## config.mk

```make
export PLATFORM = sky130hd
export DESIGN_NAME = ddr_host_master
export DESIGN_NICKNAME = d
export VERILOG_FILES = /design/src/rtl/ddr_pkg.sv /design/src/rtl/ddr_sync_fifo.sv /design/src/rtl/ddr_host_master.sv
export SDC_FILE = /design/constraint.sdc
export NUM_CORES = 1
export LEC_CHECK = 0
export BUFFER_PORTS_ARGS = -buffer_cell sky130_fd_sc_hd__clkbuf_2
export CORE_ASPECT_RATIO = 0.5
export CORE_MARGIN = 3
export CORE_UTILIZATION = 64
export DETAILED_ROUTE_END_ITERATION = 8
export PLACE_DENSITY = 0.82
export SLEW_MARGIN = 20
export SYNTH_ARGS = -nofsm -noshare
export SYNTH_HDL_FRONTEND = slang
export SYNTH_SLANG_ARGS = --single-unit
```

## constraint.sdc

```tcl
create_clock -name clk -period 6 [get_ports clk]
set_input_delay 0.6 -clock clk [delete_from_list [all_inputs] [get_ports clk]]
set_output_delay 0.6 -clock clk [all_outputs]
set_load 0.005 [all_outputs]
```

## src/rtl/ddr_pkg.sv

```systemverilog
// Shared definitions for the DDR host-side master: bus widths, address fields,
// default hold time and the master FSM encoding.
package ddr_pkg;

    localparam int DDR_ADDR_W   = 8;
    localparam int DDR_DATA_W   = 64;
    localparam int DDR_ROW_MSB  = 7;
    localparam int DDR_ROW_LSB  = 4;
    localparam int DDR_HOLD_CYC = 10;

    typedef enum logic [1:0] {
        ST_IDLE = 2'd0,
        ST_REQ  = 2'd1,
        ST_HOLD = 2'd2
    } ddr_state_t;

    // Flipping the low row bit guarantees a row miss against the given address.
    function automatic logic [DDR_ADDR_W-1:0] row_miss_addr(input logic [DDR_ADDR_W-1:0] a);
        logic [DDR_ADDR_W-1:0] r;
        r = a;
        r[DDR_ROW_LSB] = ~a[DDR_ROW_LSB];
        return r;
    endfunction

endpackage

```

## src/rtl/ddr_sync_fifo.sv

```systemverilog
// Single-clock first-word-fall-through FIFO with full/empty/count.
// A push on a full FIFO is taken when a pop happens in the same cycle.
module ddr_sync_fifo #(
    parameter int WIDTH = 8,
    parameter int DEPTH = 4,
    localparam int PTR_W = (DEPTH > 1) ? $clog2(DEPTH) : 1,
    localparam int CNT_W = $clog2(DEPTH + 1)
) (
    input  logic             clk,
    input  logic             rstn,
    input  logic             push,
    input  logic [WIDTH-1:0] wdata,
    input  logic             pop,
    output logic [WIDTH-1:0] rdata,
    output logic             full,
    output logic             empty,
    output logic [CNT_W-1:0] count
);

    logic [WIDTH-1:0] mem [DEPTH];
    logic [PTR_W-1:0] wr_ptr;
    logic [PTR_W-1:0] rd_ptr;
    logic             do_push;
    logic             do_pop;

    assign empty   = (count == '0);
    assign full    = (count == CNT_W'(DEPTH));
    assign do_pop  = pop & ~empty;
    assign do_push = push & (~full | do_pop);
    assign rdata   = mem[rd_ptr];

    function automatic logic [PTR_W-1:0] next_ptr(input logic [PTR_W-1:0] p);
        return (p == PTR_W'(DEPTH - 1)) ? '0 : p + PTR_W'(1);
    endfunction

    always_ff @(posedge clk or negedge rstn) begin
        if (!rstn) begin
            for (int i = 0; i < DEPTH; i++) mem[i] <= '0;
            wr_ptr <= '0;
            rd_ptr <= '0;
            count  <= '0;
        end else begin
            if (do_push) begin
                mem[wr_ptr] <= wdata;
                wr_ptr      <= next_ptr(wr_ptr);
            end
            if (do_pop) rd_ptr <= next_ptr(rd_ptr);
            if (do_push && !do_pop)      count <= count + CNT_W'(1);
            else if (do_pop && !do_push) count <= count - CNT_W'(1);
        end
    end

endmodule

```

## src/rtl/ddr_host_master.sv

```systemverilog
// Host-side master for the DDR controller: queues user commands, issues them one
// at a time with a fixed hold gap, and tags read returns back to their addresses.
module ddr_host_master
    import ddr_pkg::*;
#(
    parameter int HOLD_CYC = DDR_HOLD_CYC,
    parameter int DEPTH    = 4
) (
    input  logic                  clk,
    input  logic                  rstn,
    input  logic                  cmd_valid,
    output logic                  cmd_ready,
    input  logic                  cmd_write,
    input  logic [DDR_ADDR_W-1:0] cmd_addr,
    input  logic [DDR_DATA_W-1:0] cmd_wdata,
    output logic                  req,
    output logic                  write,
    output logic [DDR_ADDR_W-1:0] addr,
    output logic [DDR_DATA_W-1:0] wdata,
    input  logic                  ack,
    input  logic                  rd_en,
    input  logic [DDR_DATA_W-1:0] rdata,
    output logic                  rsp_valid,
    input  logic                  rsp_ready,
    output logic [DDR_ADDR_W-1:0] rsp_addr,
    output logic [DDR_DATA_W-1:0] rsp_data,
    output logic                  busy,
    output logic [2:0]            rd_outstanding,
    output logic                  err_overflow,
    output ddr_state_t            fsm_state
);

    localparam int CNT_W = $clog2(DEPTH + 1);
    localparam int CMD_W = 1 + DDR_ADDR_W + DDR_DATA_W;
    localparam int RSP_W = DDR_ADDR_W + DDR_DATA_W;

    ddr_state_t            state;
    logic [3:0]            hold_cnt;
    logic [CMD_W-1:0]      cmd_head;
    logic                  cmd_full, cmd_empty;
    logic [CNT_W-1:0]      cmd_count;
    logic [DDR_ADDR_W-1:0] tag_head;
    logic                  tag_full, tag_empty;
    logic [CNT_W-1:0]      tag_count;
    logic [RSP_W-1:0]      rsp_head;
    logic                  rsp_full, rsp_empty;
    logic [CNT_W-1:0]      rsp_count;
    logic                  head_write;
    logic [DDR_ADDR_W-1:0] head_addr;
    logic [DDR_DATA_W-1:0] head_wdata;
    logic                  accept, rd_credit, can_issue, rd_take, hold_done;

    assign {head_write, head_addr, head_wdata} = cmd_head;
    assign accept    = req & ack;
    // Reads in flight plus parked responses must leave room in the response queue.
    assign rd_credit = ((CNT_W+1)'(tag_count) + (CNT_W+1)'(rsp_count)) < (CNT_W+1)'(DEPTH);
    assign can_issue = ~cmd_empty & (head_write | rd_credit);
    assign rd_take   = rd_en & ~tag_empty & ~rsp_full;
    assign hold_done = (hold_cnt == 4'(HOLD_CYC - 1));

    assign cmd_ready      = ~cmd_full;
    assign rsp_valid      = ~rsp_empty;
    assign {rsp_addr, rsp_data} = rsp_head;
    assign rd_outstanding = 3'(tag_count);
    assign fsm_state      = state;
    assign busy = (cmd_count != '0) | (tag_count != '0) | (rsp_count != '0) | (state != ST_IDLE);

    ddr_sync_fifo #(.WIDTH(CMD_W), .DEPTH(DEPTH)) u_cmd_q (
        .clk(clk), .rstn(rstn),
        .push(cmd_valid & cmd_ready), .wdata({cmd_write, cmd_addr, cmd_wdata}),
        .pop(accept), .rdata(cmd_head),
        .full(cmd_full), .empty(cmd_empty), .count(cmd_count)
    );

    ddr_sync_fifo #(.WIDTH(DDR_ADDR_W), .DEPTH(DEPTH)) u_tag_q (
        .clk(clk), .rstn(rstn),
        .push(accept & ~write & ~tag_full), .wdata(addr),
        .pop(rd_take), .rdata(tag_head),
        .full(tag_full), .empty(tag_empty), .count(tag_count)
    );

    ddr_sync_fifo #(.WIDTH(RSP_W), .DEPTH(DEPTH)) u_rsp_q (
        .clk(clk), .rstn(rstn),
        .push(rd_take), .wdata({tag_head, rdata}),
        .pop(rsp_valid & rsp_ready), .rdata(rsp_head),
        .full(rsp_full), .empty(rsp_empty), .count(rsp_count)
    );

    always_ff @(posedge clk or negedge rstn) begin
        if (!rstn) begin
            state        <= ST_IDLE;
            hold_cnt     <= '0;
            req          <= 1'b0;
            write        <= 1'b0;
            addr         <= row_miss_addr('0);
            wdata        <= '0;
            err_overflow <= 1'b0;
        end else begin
            if (rd_en && (tag_empty || rsp_full)) err_overflow <= 1'b1;
            case (state)
                ST_IDLE: begin
                    if (!cmd_empty) begin
                        state <= ST_REQ;
                        req   <= can_issue;
                        write <= head_write;
                        addr  <= head_addr;
                        wdata <= head_wdata;
                    end
                end
                ST_REQ: begin
                    if (accept) begin
                        state    <= ST_HOLD;
                        req      <= 1'b0;
                        hold_cnt <= '0;
                    end else begin
                        req   <= can_issue;
                        write <= head_write;
                        addr  <= head_addr;
                        wdata <= head_wdata;
                    end
                end
                ST_HOLD: begin
                    if (!hold_done) begin
                        hold_cnt <= hold_cnt + 4'd1;
                    end else if (!cmd_empty) begin
                        hold_cnt <= '0;
                        state    <= ST_REQ;
                        req      <= can_issue;
                        write    <= head_write;
                        addr     <= head_addr;
                        wdata    <= head_wdata;
                    end else begin
                        // Park on a different row so the controller closes the open one.
                        hold_cnt <= '0;
                        state    <= ST_IDLE;
                        write    <= 1'b0;
                        addr     <= row_miss_addr(addr);
                    end
                end
                default: begin
                    state <= ST_IDLE;
                    req   <= 1'b0;
                end
            endcase
        end
    end

endmodule

```

==> metrics.md <==
| Metric | Value |
|---|---|
| Congestion Overflow GR | `0` |
| Max Slew Vio Count | `0` |
| Synth Flop Type | `dfrtp_1` |
| DIE AREA | `~0.051 mm²` |
| Distinct cells, synth | `between 40 and 50` |
| Root buf cell | `clkbuf_16` |
| Int Power | `~14000 µW` |
| Hold WS | `around 0.24 ns` |
| Sequential power share | `between 40% and 50%` |
| Port Buf Inserts | `297` |
| RSZ-0062 raised after global routing | `no` |
| PwrDens | `between 500 and 600 mW/mm²` |
| Final ANT Viol Nets | `0` |
| CP max stage delay | `0.72 ns` |
| First-pass GRT wire length | `roughly 100 mm` |
| Area grow syn2layout | `11.5%` |
| Reg2Reg Depth | `7` |
| Post-synth top cells | `dfrtp_1, mux2_2, mux4_2` |
| Clk pwr share | `between 10% and 20%` |
| Die W | `318 µm` |
| Status | `finished, final reports clean` |
| Post-route clock period utilization | `a little under three fifths` |
| VDD IR max | `approximately 0.26 mV` |
| Critical Path Sink Type | `output pin` |
| Placement Setup Slack | `approximately 2.9 ns` |
| Count leader, synth | `dfrtp_1` |
| Total number of vias | `around 17000` |
| Clk slew on worst S/H paths | `about 0.070 ns` |
| Final Critical Period | `3.45 ns` |
| Site row count | `56` |
| Placed cells | `~2700` |
| Initial core utilization | `about two thirds` |
| Hold Crit Class | `in2reg` |
| CP max FO | `32` |
| DP HPWL | `around 37 mm` |
| Top Ports | `between 200 and 300` |
| Tot GR Track Use | `between 20% and 30%` |
| Fmax | `0.290 GHz` |
| Initial DRC Count | `977` |
| Vias in the first global route | `between 15000 and 20000` |
| Sequential-to-total area share from yosys stat | `approximately 58%` |
| Actual slew at the worst max-slew pin | `1.16 ns` |
| Critical Path Stages | `4` |
| Avg WL per Cell | `about 22 µm` |
| Critical path's top delay family | `buffers and inverters` |
| Max-cap violations | `0` |
| Share of layout cells above drive strength 1 | `around three fifths` |
| Critical Path AT | `2.85 ns` |
| CTS tree | `built` |
| Area leader, netlist | `dfrtp_1` |
| Clock Latency Late Sink | `about 0.61 ns` |
| Critical path startpoint | `u_rsp_q.rd_ptr[0]` |
| FF+latch count, synth | `714` |
| Core box area | `around 0.047 mm²` |
| R2r startpoint | `hold_cnt[1]` |
| Flop-to-flop setup slack | `around 3.1 ns` |
| Worst EP required | `5.40 ns` |
| Hold Violations, Final | `0` |
| Logic pwr share | `a little under two fifths` |
| Nets | `approximately 2300` |
| Final wirelength | `just over 60 mm` |
| Drt first pass iters | `4` |
| Crit path buf inv count | `3` |
| Setup TNS | `0 ns` |
| Chip Height | `approximately 160 µm` |
| Antenna violations before repair | `4` |
| Synth top area share | `~57%` |
| Synth Area per Inst | `roughly 17 µm²` |
| Syn_nets | `slightly below 2000` |
| Reg2reg end | `wdata[22]` |
| Leakage power | `0.0155 µW` |
| TritonCTS Sinks | `around 710` |
| Post-synthesis cell area | `a little over 0.03 mm²` |
| Synth warnings | `0` |
| Post-synth EDFFs | `0` |
| Max stage delay cell, worst path | `dfrtp_4` |
| Slew headroom | `22.9%` |
| Ys async rst share | `100%` |
| Gp weighted congestion | `around 0.76` |
| Crit-path cells | `buf_16, buf_4, mux4_2, clkbuf_2` |
| Crit Path Category | `reg2out` |
| Final Skew | `approximately 0.021 ns` |
| Setup violators final | `0` |
| Worst Setup EP | `rsp_data[2]` |
| Via density | `6.01` |
| Largest net degree at the start of global routing | `approximately 170` |
| Top cells by area, synth | `dfrtp_1, mux2_2, mux4_2, buf_6, clkbuf_8` |
| Post-CTS Repair Setup Buffers | `0` |
| H-tree levels | `2` |
| CP Launch Type | `flop` |
| Switching portion of total power | `30.3%` |
| Final non-filler cell total | `~2800` |
| Post-route DRC violation count | `0` |
| Syn Inst Count | `1806` |
| TritonCTS buffer count | `just under 60` |
| Deepest clock path buffer count | `3` |
| Sw Pwr | `6230 µW` |
| Setup slack after layout | `approximately 2.5 ns` |
-- power by group through the flow --
stage	registers [µW]	clock network (µW)	logic (µW)
6_report	8890	3860	7780
3_3_place_gp	8890	0	7530
5_1_grt	9200	4160	8450
2_1_floorplan	8190	0	6350
3_5_place_dp	9010	0	7800
4_1_cts	8950	3950	7830
-- tightest hold or removal path, cell delays in order --
cell      delay [ns]
clkbuf_2        0.09
inv_1           0.04
o21bai_1        0.06
-- worst min-delay path by stage --
| stage | start | to | slack, ns | depth (start not counted) |
|---|---|---|---|---|
| after global routing | rd_en | err_overflow | 0.23 | 3 |
| after global placement | err_overflow | err_overflow | 0.47 | 1 |
| final | rd_en | err_overflow | 0.24 | 3 |
| after floorplan | rstn | addr[0] | 0.30 | 0 |
| after detailed placement | err_overflow | err_overflow | 0.47 | 1 |
| after CTS | rd_en | err_overflow | 0.20 | 3 |
-- sequential cells by signal, summed over array words and instances, names as in the netlist --
register        cells
fsm_state           2
req                 1
u_rsp_q.count       3
err_overflow        1
write               1
u_rsp_q.rd_ptr      2
addr                8
u_cmd_q.rd_ptr      2
hold_cnt            4
u_rsp_q.wr_ptr      2
u_tag_q.mem        32
u_tag_q.rd_ptr      2
u_rsp_q.mem       288
wdata              64
u_cmd_q.count       3
u_tag_q.count       3
u_cmd_q.mem       292
u_tag_q.wr_ptr      2
u_cmd_q.wr_ptr      2
-- kinds of logic (layout without fill, tap and decap cells) --
kind of cell	Yosys count	count (layout)	share of synthesized area (%)
other	0	4	0
adder cells (fa/ha/maj)	25	25	1.08
multiplexers	840	840	36.0
AND/OR/NAND/NOR	66	66	1.14
XOR/XNOR	9	9	0.254
flip-flops	714	714	57.5
AO/OA/AOI/OAI	32	32	0.709
buffers and inverters	120	442	3.27
-- per-stage QoR --
step,utilization [%],cell area [µm²],power (µW)
finish,73.2,34700,20500
global placement,69.0,32700,16400
CTS,73.1,34600,20700
floorplan,-,31100,14500
global route,73.2,34700,21800
detailed placement,69.0,32700,16800
-- what timing repair did --
| item | in CTS | in global routing |
|---|---|---|
| resized for setup | 0 | 0 |
| endpoints found under the setup margin | 0 | 0 |
| hold buffers | 1 | 0 |
| hold endpoints to repair | 58 | 0 |
-- layer usage --
| metal | vias up | part of all wire (%) | GRT usage [%] |
|---|---|---|---|
| met3 | 107 | 3.8 | 4.36 |
| met1 | 8949 | 43 | 32.6 |
| met2 | 294 | 50 | 40.7 |
| li1 | 7288 | - | - |
| met5 | - | 0 | 0 |
| met4 | 0 | 3.0 | 7.71 |
-- cells in the final DEF (no fill, tap or decap), types with 8 or more instances in the layout --
cell type	n
dfrtp_1	709
mux2_2	678
clkbuf_2	296
mux4_2	153
clkbuf_16	60
ha_1	22
inv_1	20
clkbuf_8	17
o21ai_0	16
nand2_1	15
clkbuf_1	15
buf_4	13
nor2_1	12
nand3b_1	8
-- area by class of cell --
cell class / count / area (µm²)
Sequential cell: 714 / 17900
Fill cell: 3009 / 12700
Multi-Input combinational cell: 972 / 12200
Clock buffer: 92 / 1790
Timing Repair Buffer: 316 / 1710
Tap cell: 638 / 798
Clock inverter: 13 / 144
Inverter: 21 / 78.8
Antenna cell: 4 / 10.0
Note: power is estimated with default switching activity, not from simulation.
